<file path="src/rtl/alu_arbiter_if.sv">
// alu_arbiter_if: one requester channel of the shared-ALU arbiter.
// Request side carries operands and op-code; response side returns result and branch.
interface alu_arbiter_if #(
   parameter int DATA_W = 32,
   parameter int CTRL_W = 4
);
   logic              req_valid;
   logic              req_ready;
   logic [DATA_W-1:0] req_data0;
   logic [DATA_W-1:0] req_data1;
   logic [CTRL_W-1:0] req_ctrl;
   logic              rsp_valid;
   logic              rsp_ready;
   logic [DATA_W-1:0] rsp_result;
   logic              rsp_branch;

   modport master (
      output req_valid, req_data0, req_data1, req_ctrl, rsp_ready,
      input  req_ready, rsp_valid, rsp_result, rsp_branch
   );

   modport slave (
      input  req_valid, req_data0, req_data1, req_ctrl, rsp_ready,
      output req_ready, rsp_valid, rsp_result, rsp_branch
   );
endinterface

</file>
<file path="src/rtl/alu_arbiter.sv">
// alu_arbiter: round-robin share of one ALU between the execute path (p0)
// and the branch/compare path (p1).
// Ports:
//   clk, reset      - clock; synchronous active-high reset
//   p0, p1          - requester channels (request + response handshakes)
//   alu_reset       - ALU reset, mirrors reset
//   alu_data0/1     - registered operands to the ALU
//   alu_ctrl        - registered op-code to the ALU
//   alu_result      - ALU result, combinational from alu_*
//   alu_branch      - ALU branch flag
//   op_count        - completed response handshakes, wrapping
module alu_arbiter #(
   parameter int DATA_W = 32,
   parameter int CTRL_W = 4,
   parameter int CNT_W  = 16
) (
   input  logic              clk,
   input  logic              reset,
   alu_arbiter_if.slave      p0,
   alu_arbiter_if.slave      p1,
   output logic              alu_reset,
   output logic [DATA_W-1:0] alu_data0,
   output logic [DATA_W-1:0] alu_data1,
   output logic [CTRL_W-1:0] alu_ctrl,
   input  logic [DATA_W-1:0] alu_result,
   input  logic              alu_branch,
   output logic [CNT_W-1:0]  op_count
);

   typedef enum logic [1:0] {
      IDLE = 2'd0,
      EXEC = 2'd1,
      RESP = 2'd2
   } state_e;

   state_e            state_q, state_d;
   logic              owner_q, owner_d;
   logic              last_q, last_d;
   logic [DATA_W-1:0] a_q, a_d;
   logic [DATA_W-1:0] b_q, b_d;
   logic [CTRL_W-1:0] op_q, op_d;
   logic              vld0_q, vld0_d;
   logic              vld1_q, vld1_d;
   logic [DATA_W-1:0] res0_q, res0_d;
   logic [DATA_W-1:0] res1_q, res1_d;
   logic              br0_q, br0_d;
   logic              br1_q, br1_d;
   logic [CNT_W-1:0]  op_count_q, op_count_d;

   logic              win;
   logic              idle;
   logic              rdy0;
   logic              rdy1;
   logic              acc;
   logic              rsp_hs;

   // Lone valid port wins; on a tie the port that did not win last goes.
   always_comb begin
      win = p1.req_valid;
      if (p0.req_valid && p1.req_valid) begin
         win = ~last_q;
      end
   end

   assign idle = (state_q == IDLE) && !reset;
   assign rdy0 = idle && p0.req_valid && !win;
   assign rdy1 = idle && p1.req_valid && win;
   assign acc  = rdy0 | rdy1;

   assign rsp_hs = owner_q ? (vld1_q && p1.rsp_ready)
                           : (vld0_q && p0.rsp_ready);

   always_comb begin
      state_d    = state_q;
      owner_d    = owner_q;
      last_d     = last_q;
      a_d        = a_q;
      b_d        = b_q;
      op_d       = op_q;
      vld0_d     = vld0_q;
      vld1_d     = vld1_q;
      res0_d     = res0_q;
      res1_d     = res1_q;
      br0_d      = br0_q;
      br1_d      = br1_q;
      op_count_d = op_count_q;
      unique case (state_q)
         IDLE: begin
            if (acc) begin
               a_d     = win ? p1.req_data0 : p0.req_data0;
               b_d     = win ? p1.req_data1 : p0.req_data1;
               op_d    = win ? p1.req_ctrl  : p0.req_ctrl;
               owner_d = win;
               last_d  = win;
               state_d = EXEC;
            end
         end
         EXEC: begin
            // ALU output has settled from the registered operands.
            if (owner_q) begin
               res1_d = alu_result;
               br1_d  = alu_branch;
               vld1_d = 1'b1;
            end else begin
               res0_d = alu_result;
               br0_d  = alu_branch;
               vld0_d = 1'b1;
            end
            state_d = RESP;
         end
         RESP: begin
            if (rsp_hs) begin
               vld0_d     = 1'b0;
               vld1_d     = 1'b0;
               op_count_d = op_count_q + 1'b1;
               state_d    = IDLE;
            end
         end
         default: begin
            state_d = IDLE;
         end
      endcase
   end

   always_ff @(posedge clk) begin
      if (reset) begin
         state_q    <= IDLE;
         owner_q    <= 1'b0;
         last_q     <= 1'b1;
         a_q        <= '0;
         b_q        <= '0;
         op_q       <= '0;
         vld0_q     <= 1'b0;
         vld1_q     <= 1'b0;
         res0_q     <= '0;
         res1_q     <= '0;
         br0_q      <= 1'b0;
         br1_q      <= 1'b0;
         op_count_q <= '0;
      end else begin
         state_q    <= state_d;
         owner_q    <= owner_d;
         last_q     <= last_d;
         a_q        <= a_d;
         b_q        <= b_d;
         op_q       <= op_d;
         vld0_q     <= vld0_d;
         vld1_q     <= vld1_d;
         res0_q     <= res0_d;
         res1_q     <= res1_d;
         br0_q      <= br0_d;
         br1_q      <= br1_d;
         op_count_q <= op_count_d;
      end
   end

   assign p0.req_ready  = rdy0;
   assign p0.rsp_valid  = vld0_q;
   assign p0.rsp_result = res0_q;
   assign p0.rsp_branch = br0_q;

   assign p1.req_ready  = rdy1;
   assign p1.rsp_valid  = vld1_q;
   assign p1.rsp_result = res1_q;
   assign p1.rsp_branch = br1_q;

   assign alu_reset = reset;
   assign alu_data0 = a_q;
   assign alu_data1 = b_q;
   assign alu_ctrl  = op_q;
   assign op_count  = op_count_q;

endmodule

</file>
<file path="src/flat_wrapper.sv">
// flat-port wrapper written by rule: the top's interface ports become plain ports
module alu_arbiter_flat 
#(
   parameter int DATA_W = 32,
   parameter int CTRL_W = 4,
   parameter int CNT_W  = 16
)
  (clk, reset, alu_reset, alu_data0, alu_data1, alu_ctrl, alu_result, alu_branch, op_count, p0_req_valid, p0_req_data0, p0_req_data1, p0_req_ctrl, p0_rsp_ready, p0_req_ready, p0_rsp_valid, p0_rsp_result, p0_rsp_branch, p1_req_valid, p1_req_data0, p1_req_data1, p1_req_ctrl, p1_rsp_ready, p1_req_ready, p1_rsp_valid, p1_rsp_result, p1_rsp_branch);
  alu_arbiter_if #(.DATA_W(DATA_W), .CTRL_W(CTRL_W)) p0_i ();
  alu_arbiter_if #(.DATA_W(DATA_W), .CTRL_W(CTRL_W)) p1_i ();
  input  logic clk;
  input  logic reset;
  output logic alu_reset;
  output logic [DATA_W-1:0] alu_data0;
  output logic [DATA_W-1:0] alu_data1;
  output logic [CTRL_W-1:0] alu_ctrl;
  input  logic [DATA_W-1:0] alu_result;
  input  logic alu_branch;
  output logic [CNT_W-1:0] op_count;
  input wire logic [$bits(p0_i.req_valid)-1:0] p0_req_valid;
  input wire logic [$bits(p0_i.req_data0)-1:0] p0_req_data0;
  input wire logic [$bits(p0_i.req_data1)-1:0] p0_req_data1;
  input wire logic [$bits(p0_i.req_ctrl)-1:0] p0_req_ctrl;
  input wire logic [$bits(p0_i.rsp_ready)-1:0] p0_rsp_ready;
  output wire logic [$bits(p0_i.req_ready)-1:0] p0_req_ready;
  output wire logic [$bits(p0_i.rsp_valid)-1:0] p0_rsp_valid;
  output wire logic [$bits(p0_i.rsp_result)-1:0] p0_rsp_result;
  output wire logic [$bits(p0_i.rsp_branch)-1:0] p0_rsp_branch;
  input wire logic [$bits(p1_i.req_valid)-1:0] p1_req_valid;
  input wire logic [$bits(p1_i.req_data0)-1:0] p1_req_data0;
  input wire logic [$bits(p1_i.req_data1)-1:0] p1_req_data1;
  input wire logic [$bits(p1_i.req_ctrl)-1:0] p1_req_ctrl;
  input wire logic [$bits(p1_i.rsp_ready)-1:0] p1_rsp_ready;
  output wire logic [$bits(p1_i.req_ready)-1:0] p1_req_ready;
  output wire logic [$bits(p1_i.rsp_valid)-1:0] p1_rsp_valid;
  output wire logic [$bits(p1_i.rsp_result)-1:0] p1_rsp_result;
  output wire logic [$bits(p1_i.rsp_branch)-1:0] p1_rsp_branch;
  assign p0_i.req_valid = p0_req_valid;
  assign p0_i.req_data0 = p0_req_data0;
  assign p0_i.req_data1 = p0_req_data1;
  assign p0_i.req_ctrl = p0_req_ctrl;
  assign p0_i.rsp_ready = p0_rsp_ready;
  assign p0_req_ready = p0_i.req_ready;
  assign p0_rsp_valid = p0_i.rsp_valid;
  assign p0_rsp_result = p0_i.rsp_result;
  assign p0_rsp_branch = p0_i.rsp_branch;
  assign p1_i.req_valid = p1_req_valid;
  assign p1_i.req_data0 = p1_req_data0;
  assign p1_i.req_data1 = p1_req_data1;
  assign p1_i.req_ctrl = p1_req_ctrl;
  assign p1_i.rsp_ready = p1_rsp_ready;
  assign p1_req_ready = p1_i.req_ready;
  assign p1_rsp_valid = p1_i.rsp_valid;
  assign p1_rsp_result = p1_i.rsp_result;
  assign p1_rsp_branch = p1_i.rsp_branch;
  alu_arbiter #(.DATA_W(DATA_W), .CTRL_W(CTRL_W), .CNT_W(CNT_W)) u_core (.clk(clk), .reset(reset), .p0(p0_i), .p1(p1_i), .alu_reset(alu_reset), .alu_data0(alu_data0), .alu_data1(alu_data1), .alu_ctrl(alu_ctrl), .alu_result(alu_result), .alu_branch(alu_branch), .op_count(op_count));
endmodule
</file>
<file path="config.mk">
export PLATFORM = sky130hd
export DESIGN_NAME = alu_arbiter_flat
export DESIGN_NICKNAME = d
export VERILOG_FILES = /design/src/rtl/alu_arbiter_if.sv /design/src/rtl/alu_arbiter.sv /design/src/flat_wrapper.sv
export SDC_FILE = /design/constraint.sdc
export NUM_CORES = 1
export LEC_CHECK = 0
export CAP_MARGIN = 20
export CORE_AREA = 5 5 133 135
export CTS_CLUSTER_DIAMETER = 30
export DETAILED_ROUTE_END_ITERATION = 8
export DIE_AREA = 0 0 138 140
export PLACE_DENSITY = 0.81
export SYNTH_ARGS = -nofsm -noshare
export SYNTH_HDL_FRONTEND = slang
export SYNTH_SLANG_ARGS = --single-unit
</file>
<file path="constraint.sdc">
create_clock -name clk -period 2.21 [get_ports clk]
set_input_delay 0.442 -clock clk [delete_from_list [all_inputs] [get_ports clk]]
set_output_delay 0.442 -clock clk [all_outputs]
set_load 0.02 [all_outputs]
</file>
==> metrics.md <==
| Metric | Value |
|---|---|
| XOR/XNOR share of the synthesized area | `0.00959` |
| Top-area cell type share of the netlist area | `0.488` |
| R2R Path Start | `u_core.state_q[0]` |
| Adder-cell share of the synthesized area | `0.00978` |
| CP endpoint kind | `output pin` |
| Post-synth top cells | `dfxtp_1, nand2_1, nor2_1` |
| Mapped Nets | `~900` |
| Period utilisation layout | `0.965` |
| Register area share after synthesis | `0.488` |
| Initial antenna violation count | `3` |
| Area contributors post-synth | `dfxtp_1, mux2i_1, a31o_2` |
| Max clock buf depth | `2` |
| Routed Wire Length | `22800 um` |
| Vias in the first global route | `6259` |
| Worst setup SP type | `flop` |
| Hold Path Origin | `reset` |
| Reg clk slew, reported paths | `0.06 ns` |
| Met3 capacity usage during global routing | `0.0855` |
| Die area | `~19000 um^2` |
| Final setup fails | `0` |
| Cell area after synthesis | `roughly 6400 um^2` |
| Grt peak-use layer | `met2` |
| Core area | `16300 um^2` |
| Largest family of logic cells by synthesized area | `compound AO/OA/AOI/OAI gates` |
| Post-synth EDFFs | `0` |
| Unique cell type count in the Yosys netlist | `37` |
| Synth Area in Simple Gates | `0.161` |
| Rows | `47` |
| Layout Nets | `between 1000 and 1500` |
| Vias per Instance | `approximately 5.0` |
| Ratio of cells with drive above 1 in the final layout | `0.131` |
| DRT iter0 DRCs | `between 200 and 250` |
| Worst Path Required | `between 1.5 and 2 ns` |
| Met1 usage | `0.257` |
| Chip Height | `140 um` |
| Area Overhead vs Synth | `66.5%` |
| Post-DP HPWL | `16900 um` |
| Critical Path Fanout Max | `3` |
| Max_slew headroom | `0.406` |
| Status | `finished clean` |
| Arr. time, crit path | `1.69 ns` |
| CTS tree | `yes` |
| Fmax | `~470 MHz` |
| Die Span X | `138 um` |
| Cts hold-fix bufs | `0` |
| Residual DRC | `0` |
| Synth Register Bits | `156` |
| Least-Margin Pin Slew | `between 0.8 and 0.9 ns` |
| Count leader, synth | `dfxtp_1` |
| CTS sink count | `156` |
| Total of max-cap violations | `0` |
| Total number of vias | `6335` |
| Max H-tree Level | `4` |
| Worst min path class | `in2reg` |
| First-pass GRT wire length | `34800 um` |
| Drt pass-1 iters | `5` |
| Yosys warns | `0` |
| PortBufs | `329` |
| Yosys top cell by area | `dfxtp_1` |
| Routability Congestion | `around 0.9` |
| IO Pins | `330` |
| WS Path Type | `reg2out` |
| Dpl cells | `1240` |
| Final Non-Filler Cells | `1273` |
| Fin crit period | `2.13 ns` |
| Post-synth top flop | `dfxtp_1` |
| Area fraction in compound gates after synthesis | `0.181` |
| ANT nets after route | `0` |
| Filler instances | `1345` |
| Tot GR Track Use | `0.224` |
| Leak | `3.97 nW` |
| Clk_lat worst skew | `roughly 0.42 ns` |
| Num CTS Buffers | `17` |
| Critical path origin | `u_core.state_q[1]` |
| Clock skew | `0.00826 ns` |
| Cell count after synthesis | `723` |
| PD cells | `813 nW/um^2` |
| Grt met2 use | `0.383` |
| Gr ovfl total | `0` |
| Mux cell area share after synthesis | `0.108` |
| Slew Limit Fails | `0` |
| Largest net degree at the start of global routing | `85` |
| CTS root buf | `clkbuf_16` |
| Ys async rst share | `0` |
| Hold violation total from the final report | `0` |
| Syn_area_per_cell | `8.84 um^2` |
| VDD IR-drop max | `roughly 0.49 mV` |
| Initial core utilization | `0.391` |
| WL per Instance | `between 15 and 20 um` |
| Power Total | `8.66 mW` |
| Fin Hold WS | `0.373 ns` |
-- state kept, by name (all words and copies together), names as in the netlist --
| register | flops |
|---|---|
| u_core.alu_data0 | 32 |
| u_core.alu_data1 | 32 |
| u_core.p0.rsp_result | 32 |
| u_core.p1.rsp_result | 32 |
| u_core.op_count | 16 |
| u_core.alu_ctrl | 4 |
| u_core.state_q | 2 |
| u_core.last_q | 1 |
| u_core.owner_q | 1 |
| u_core.p0.rsp_branch | 1 |
| u_core.p0.rsp_valid | 1 |
| u_core.p1.rsp_branch | 1 |
| u_core.p1.rsp_valid | 1 |
-- placed cells by master (no fill, tap or decap), types with 2 or more instances in the layout --
master,n
a2111o_1,2
a211oi_1,5
a21oi_1,76
a31o_2,69
a31oi_1,2
and4_2,2
buf_12,5
buf_4,21
bufinv_16,4
clkbuf_16,17
clkbuf_8,3
clkdlybuf4s50_1,326
clkinv_2,2
clkinvlp_4,2
dfxtp_1,155
diode_2,2
ha_1,5
inv_1,9
mux2i_1,69
nand2_1,145
nand3_1,7
nand4_1,2
nor2_1,78
nor3_1,2
o21a_1,2
o21ai_0,6
or3_1,5
xnor2_1,7
-- per-stage QoR --
| stage | TNS, ns | instance area [um^2] | setup WS [ns] | util |
|---|---|---|---|---|
| 5_1_grt | -0.00433 | 10600 | -0.00433 | 0.651 |
| 2_1_floorplan | 0 | 6390 | 0.367 | - |
| 4_1_cts | 0 | 10600 | 0.00568 | 0.651 |
| 3_3_place_gp | -5.00 | 10000 | -0.118 | 0.612 |
| 6_report | 0 | 10600 | 0.0769 | 0.651 |
| 3_5_place_dp | -4.80 | 10000 | -0.121 | 0.612 |
-- logic make-up after synthesis --
family / after synthesis
simple gates: 250
compound gates: 169
flops: 156
mux: 69
buf+inv: 67
xor+xnor: 7
fa+ha+maj: 5
-- repair_timing --
item,CTS,global route
buffers inserted,0,0
gates cloned,0,0
gates resized for setup,5,2
endpoints found under the setup margin,2,2
-- power breakdown --
part | leakage, nW | internal [mW] | switching, mW | total [mW]
Sequential | 1.28 | 3.11 | 0.163 | 3.27
Combinational | 2.38 | 1.16 | 1.09 | 2.25
Clock | 0.306 | 1.98 | 1.16 | 3.13
Total | 3.97 | 6.25 | 2.41 | 8.66
-- critical path, cell delays in order (launching register included) --
cell and delay, ns:
dfxtp_2 0.32, inv_1 0.10, ha_1 0.18, nor2b_4 0.17, nand2_1 0.06, nor2_1 0.15
clkdlybuf4s15_2 0.28
-- final cells by class --
type / instances / area [um^2] / share of cell area
clock inverters: 10 / 163 / 0.0153
clock buffers: 21 / 470 / 0.0442
well taps: 220 / 275 / 0.0259
multi-input cells: 500 / 3040 / 0.285
flip-flops and latches: 156 / 3120 / 0.293
inverters: 10 / 37.5 / 0.00353
diodes: 2 / 5.00 / 0.000470
repair buffers: 354 / 3540 / 0.332
-- routing by layer --
metal,vias up,part of all wire
li1,3129,-
met1,2941,0.40
met2,229,0.48
met3,34,0.084
met4,2,0.027
met5,-,0.00057
-- path summary, 6_finish.rpt --
kind / to / slack [ns] / depth (start not counted)
worst max-delay path: p0_req_ready / 0.08 / 6
worst min-delay path: u_core.op_count[6] / 0.37 / 3
worst max register to register: u_core.op_count[8] / 0.26 / 6
worst min register to register: u_core.p1.rsp_result[17] / 0.45 / 2
Note: power is estimated with default switching activity, not from simulation.
==> patch 1: new RTL, same flow settings <==
Reset style: asynchronous (`reset`), changed in one clocked block. Comments in the files are not updated.
--- a/src/rtl/alu_arbiter.sv
+++ b/src/rtl/alu_arbiter.sv
@@ -122,7 +122,7 @@
       endcase
    end
 
-   always_ff @(posedge clk) begin
+   always_ff @(posedge clk or posedge reset) begin
       if (reset) begin
          state_q    <= IDLE;
          owner_q    <= 1'b0;
Check against the original RTL: differs if reset is asserted again (counterexample within 4 cycles, from zero or initial values and one cycle with reset high); with reset held inactive, the same outputs for 4 cycles.
==> patch 1 against the original RTL <==
Sequential cell count is the same. Design area up 3.2%. Synthesized area increased by 5.4%. Worst hold slack improved by 0.10 ns. Global-route usage is 2.5 points lower. Worst setup slack improved by 0.0063 ns. Wire length decreased by 15%. Critical path type unchanged.
Power is not compared: it rests on default switching activity, and its combinational part moved more than twofold at a synthesized area within 25%.
==> patch 1: results (changes against the original RTL) <==
detailed_routing:
  top_layer: "met4"  # was met5
  drt_pre_antenna_iters: 4  # was 5
  wl_met1_um: 7410  # was 9220 um
  vias_per_cell: 4.86  # was 4.98
  met3_length_um: 1640  # was 1920 um
  num_vias: 5387  # was 6335
  first_iter_violations: 186  # was 213
  dr_wl_met2_um: 10000  # was 11100 um
  wl_um: 19400  # was 22800 um
synthesis:
  avgSynthCellArea_sq_um: 12.6  # was 8.84 sq um
  synth_mux_area_share_pct: 21.5  # was 10.8%
  synth_fp_nets: 715  # was 903
  yosys.area_share.xor_xnor_pct: 1.95  # was 0.959%
  synthDistinctLibCells: 38  # was 37
  synth_common_cells: "155 x dfrtp_1, 77 x nand2_1, 68 x mux2i_1, 62 x mux2_2, 53 x o21ai_0"  # was 156 x dfxtp_1, 145 x nand2_1, 78 x nor2_1, 76 x a21oi_1
  synthArstFlopShare_pct: 100  # was 0%
  synthCells: 535  # was 723
  synth_compound_area_share_pct: 6.65  # was 18.1%
  synth.area.top_cells: "dfrtp_1 58%, mux2_2 10%, mux2i_1 10%"  # was dfxtp_1 49%, mux2i_1 11%, a31o_2 9.5%
  synth-adder-area-share_pct: 0.928  # was 0.978%
  yosysSeqAreaShare_pct: 57.9  # was 48.8%
cells_and_area:
  clkbuf_count: 19  # was 21
  diodes: 1  # was 2
  inverters: 3  # was 10
  bufAreaShareNonClock_pct: 32.7  # was 33.2%
  nonClockBufferCount: 352  # was 354
  drive_above_1_share_pct: 15.1  # was 13.1%
  seq_area_share_pct: 35.5  # was 29.3%
  multi_input_cells: 344  # was 500
  fillerInstances: 1275  # was 1345
  multi_input_area_share_pct: 23.8  # was 28.5%
  regArea_sq_mm: 0.00391  # was 0.00312 sq mm
  clock_area_share_pct: 5.32  # was 5.95%
place:
  place_ws_ns: -0.187  # was -0.121 ns
  placed_area_sq_mm: 0.0104  # was 0.0100 sq mm
  gp_congestion: 0.809  # was 0.875
  place_inst: 1072  # was 1240
  dp_hpwl_um: 15200  # was 16900 um
run:
  maxCapViolCount: 0  # unchanged
cts:
  clkLatencyLatePin_ns: 0.41
  cts_buffer_depth: 2  # unchanged
  cts.sinks: 156  # unchanged
worst_hold_path:
  hp-class: "reg -> reg"  # was in -> reg
  holdPathStages: 1  # was 3
global_route:
  use_met1_pct: 22.8  # was 25.7%
  antenna_found_initial: 1  # was 3
  grt_pass1_wl_um: 30800  # was 34800 um
  grt_util_met3_pct: 6.75  # was 8.55%
  grt_max_degree: 57  # was 85
  grt_use_met2_pct: 35.7  # was 38.3%
  first_global_vias: 5665  # was 6259
  track_usage_pct: 20.0  # was 22.4%
timing:
  skew_ns: 0.00822  # was 0.00826 ns
  maxSlewHeadroom_pct: 76.1  # was 40.6%
worst_setup_path:
  critical-path-top-delay-family: "flip-flops"  # was buffers and inverters
  slowest_delay_ns: 0.40  # was 0.32 ns
  crit_path_top_delay_cell: "dfrtp_1"  # was dfxtp_2
status:
  status: "finished clean"  # unchanged
[patch 1: cell types whose count changed after synthesis, moves of 20 or more]
cell,change
nor2_1,-75
a31o_2,-69
mux2_2,+62
nand2_1,-68
clkbuf_1,-40
dfxtp_1,-156
o21ai_1,+20
dfrtp_1,+155
o21ai_0,+46
a21oi_1,-74
[patch 1: power groups by stage]
stage                     registers [W]  clock network, W  logic (W)
after floorplan                 0.00645                 0    0.00206
after global placement          0.00489                 0    0.00711
after detailed placement        0.00496                 0    0.00724
after CTS                       0.00493           0.00292    0.00728
after global routing            0.00508           0.00307    0.00769
final                           0.00491           0.00285    0.00722
[patch 1: final timing paths]
kind,slack [ns],start,to
min,0.47,u_core.op_count[15],u_core.op_count[15]
min in group asynchronous,0.56,reset,u_core.alu_data1[29]
min reg2reg,0.47,u_core.op_count[15],u_core.op_count[15]
max reg2reg,0.52,u_core.state_q[0],u_core.op_count[15]
max,0.08,u_core.state_q[1],p1_req_ready
max in group asynchronous,1.36,reset,u_core.p1.rsp_result[2]
==> patch 2: new RTL, same flow settings <==
Made on the original files. `DATA_W` is set to 32 in 3 places; all go to 28.
--- a/src/rtl/alu_arbiter_if.sv
+++ b/src/rtl/alu_arbiter_if.sv
@@ -1,7 +1,7 @@
 // alu_arbiter_if: one requester channel of the shared-ALU arbiter.
 // Request side carries operands and op-code; response side returns result and branch.
 interface alu_arbiter_if #(
-   parameter int DATA_W = 32,
+   parameter int DATA_W = 28,
    parameter int CTRL_W = 4
 );
    logic              req_valid;
--- a/src/rtl/alu_arbiter.sv
+++ b/src/rtl/alu_arbiter.sv
@@ -10,7 +10,7 @@
 //   alu_branch      - ALU branch flag
 //   op_count        - completed response handshakes, wrapping
 module alu_arbiter #(
-   parameter int DATA_W = 32,
+   parameter int DATA_W = 28,
    parameter int CTRL_W = 4,
    parameter int CNT_W  = 16
 ) (
--- a/src/flat_wrapper.sv
+++ b/src/flat_wrapper.sv
@@ -1,7 +1,7 @@
 // flat-port wrapper written by rule: the top's interface ports become plain ports
 module alu_arbiter_flat 
 #(
-   parameter int DATA_W = 32,
+   parameter int DATA_W = 28,
    parameter int CTRL_W = 4,
    parameter int CNT_W  = 16
 )
Interface: changed (9 resized); port bits go from 330 to 294. The function was not compared with the original's and may differ.
==> patch 2 against the original RTL <==
Count of clock-buffer cells in the layout shrank 4. Wire length shrank 18%. Total power shrank 6.2%. Synthesized area shrank 9.8%. Largest power group is now the clock network. Cell count shrank 8.2%. Largest cell class unchanged. Worst setup slack gained 0.0072 ns. Sequential cell count shrank 16. Design area shrank 9.3%.
==> patch 2: results (changes against the original RTL) <==
timing:
  maxSlewHeadroom_pct: 44.6  # was 40.6%
  fin_ws_ns: 0.0840  # was 0.0769 ns
cells_and_area:
  drive_above_1_share_pct: 13.3  # was 13.1%
  fillerInstances: 1468  # was 1345
  nNetsFinal: 1096  # was 1219
worst_setup_path:
  slowest_delay_ns: 0.36  # was 0.32 ns
  r2r-end: "u_core.op_count[12]"  # was u_core.op_count[8]
  crit_path_top_delay_cell: "dfxtp_1"  # was dfxtp_2
global_route:
  grt_pass1_wl_um: 29300  # was 34800 um
  track_usage_pct: 18.6  # was 22.4%
detailed_routing:
  drt_pre_antenna_iters: 4  # was 5
  first_iter_violations: 249  # was 213
  vias_per_cell: 4.86  # was 4.98
  wl_um: 18700  # was 22800 um
place:
  place_ws_ns: -0.153  # was -0.121 ns
  gp_congestion: 0.849  # was 0.875
  port_buffers: 293  # was 329
worst_hold_path:
  hp-start: "u_core.p1.rsp_result[16]"  # was reset
  holdPathEnd: "u_core.p1.rsp_result[16]"  # was u_core.op_count[6]
  hp-class: "reg -> reg"  # was in -> reg
  holdPathStages: 2  # was 3
synthesis:
  synth_common_cells: "140 x dfxtp_1, 129 x nand2_1, 70 x nor2_1, 68 x a21oi_1"  # was 156 x dfxtp_1, 145 x nand2_1, 78 x nor2_1, 76 x a21oi_1
  synth.area.top_cells: "dfxtp_1 49%, mux2i_1 11%, a31o_2 9.3%"  # was dfxtp_1 49%, mux2i_1 11%, a31o_2 9.5%
status:
  status: "finished clean"  # unchanged
power_and_ir_drop:
  worst_ir_drop_vdd_mv: 0.492  # was 0.486 mV
[patch 2: routing by layer]
layer | part of all wire, % | vias to the layer above | GRT usage [%]
li1 | - | 2818 | -
met1 | 40 | 2644 | 21.4
met2 | 51 | 182 | 32.1
met3 | 6.5 | 35 | 5.90
met4 | 2.6 | 0 | 7.49
met5 | 0 | - | 0
[patch 2: metrics by stage]
stage	total power (W)	hold WS [ns]	cell area, sq um	setup TNS [ns]	instances
6_report	0.00812	0.452	9660	0	1169
4_1_cts	0.00822	0.454	9660	0	1169
3_5_place_dp	0.00499	0.446	9000	-1.28	1137
2_1_floorplan	0.00396	0.433	5770	0	652
5_1_grt	0.00848	0.469	9660	0	1169
3_3_place_gp	0.00496	0.441	9000	-0.164	1137
[patch 2: worst max-delay path by stage]
stage                            startpoint      endpoint  cells after the start
after global routing      u_core.state_q[0]  p1_req_ready                      6
after floorplan                p1_req_valid  p1_req_ready                      4
after CTS                 u_core.state_q[0]  p1_req_ready                      6
final                     u_core.state_q[0]  p1_req_ready                      6
after detailed placement       p1_req_valid  p1_req_ready                      4
after global placement         p0_req_valid  p1_req_ready                      4
[patch 2: tightest hold or removal path: cells and delay by family, from the launching register on]
| kind | cells | cell delay, ns |
|---|---|---|
| compound gates | 1 | 0.05 |
| flops | 1 | 0.31 |
| simple gates | 1 | 0.05 |
[patch 2: kinds of logic (layout without fill, tap and decap cells)]
group,after synthesis,count (layout),synth area share [%]
simple gates,226,226,16.3
compound gates,153,153,18.2
flops,140,140,48.6
mux,61,61,10.6
buf+inv,60,357,4.23
xor+xnor,7,7,1.06
fa+ha+maj,5,5,1.08
[patch 2: power by group]
group,internal (W),switching [W]
registers,0.00279,0.000150
logic,0.00103,0.000960
clock network,0.00203,0.00117
total,0.00584,0.00228
[patch 2: timing repair]
item                                    CTS  global route
endpoints found under the setup margin    2             0
gates resized for setup                   8             0
hold buffers                              0             0
[patch 2: layout make-up]
class | count | area (sq um) | area share (%)
Timing Repair Buffer | 315 | 3130 | 32.4
Tap cell | 220 | 275 | 2.85
Inverter | 10 | 37.5 | 0.389
Sequential cell | 140 | 2800 | 29.0
Clock buffer | 17 | 425 | 4.41
Clock inverter | 15 | 235 | 2.44
Multi-Input combinational cell | 452 | 2750 | 28.4
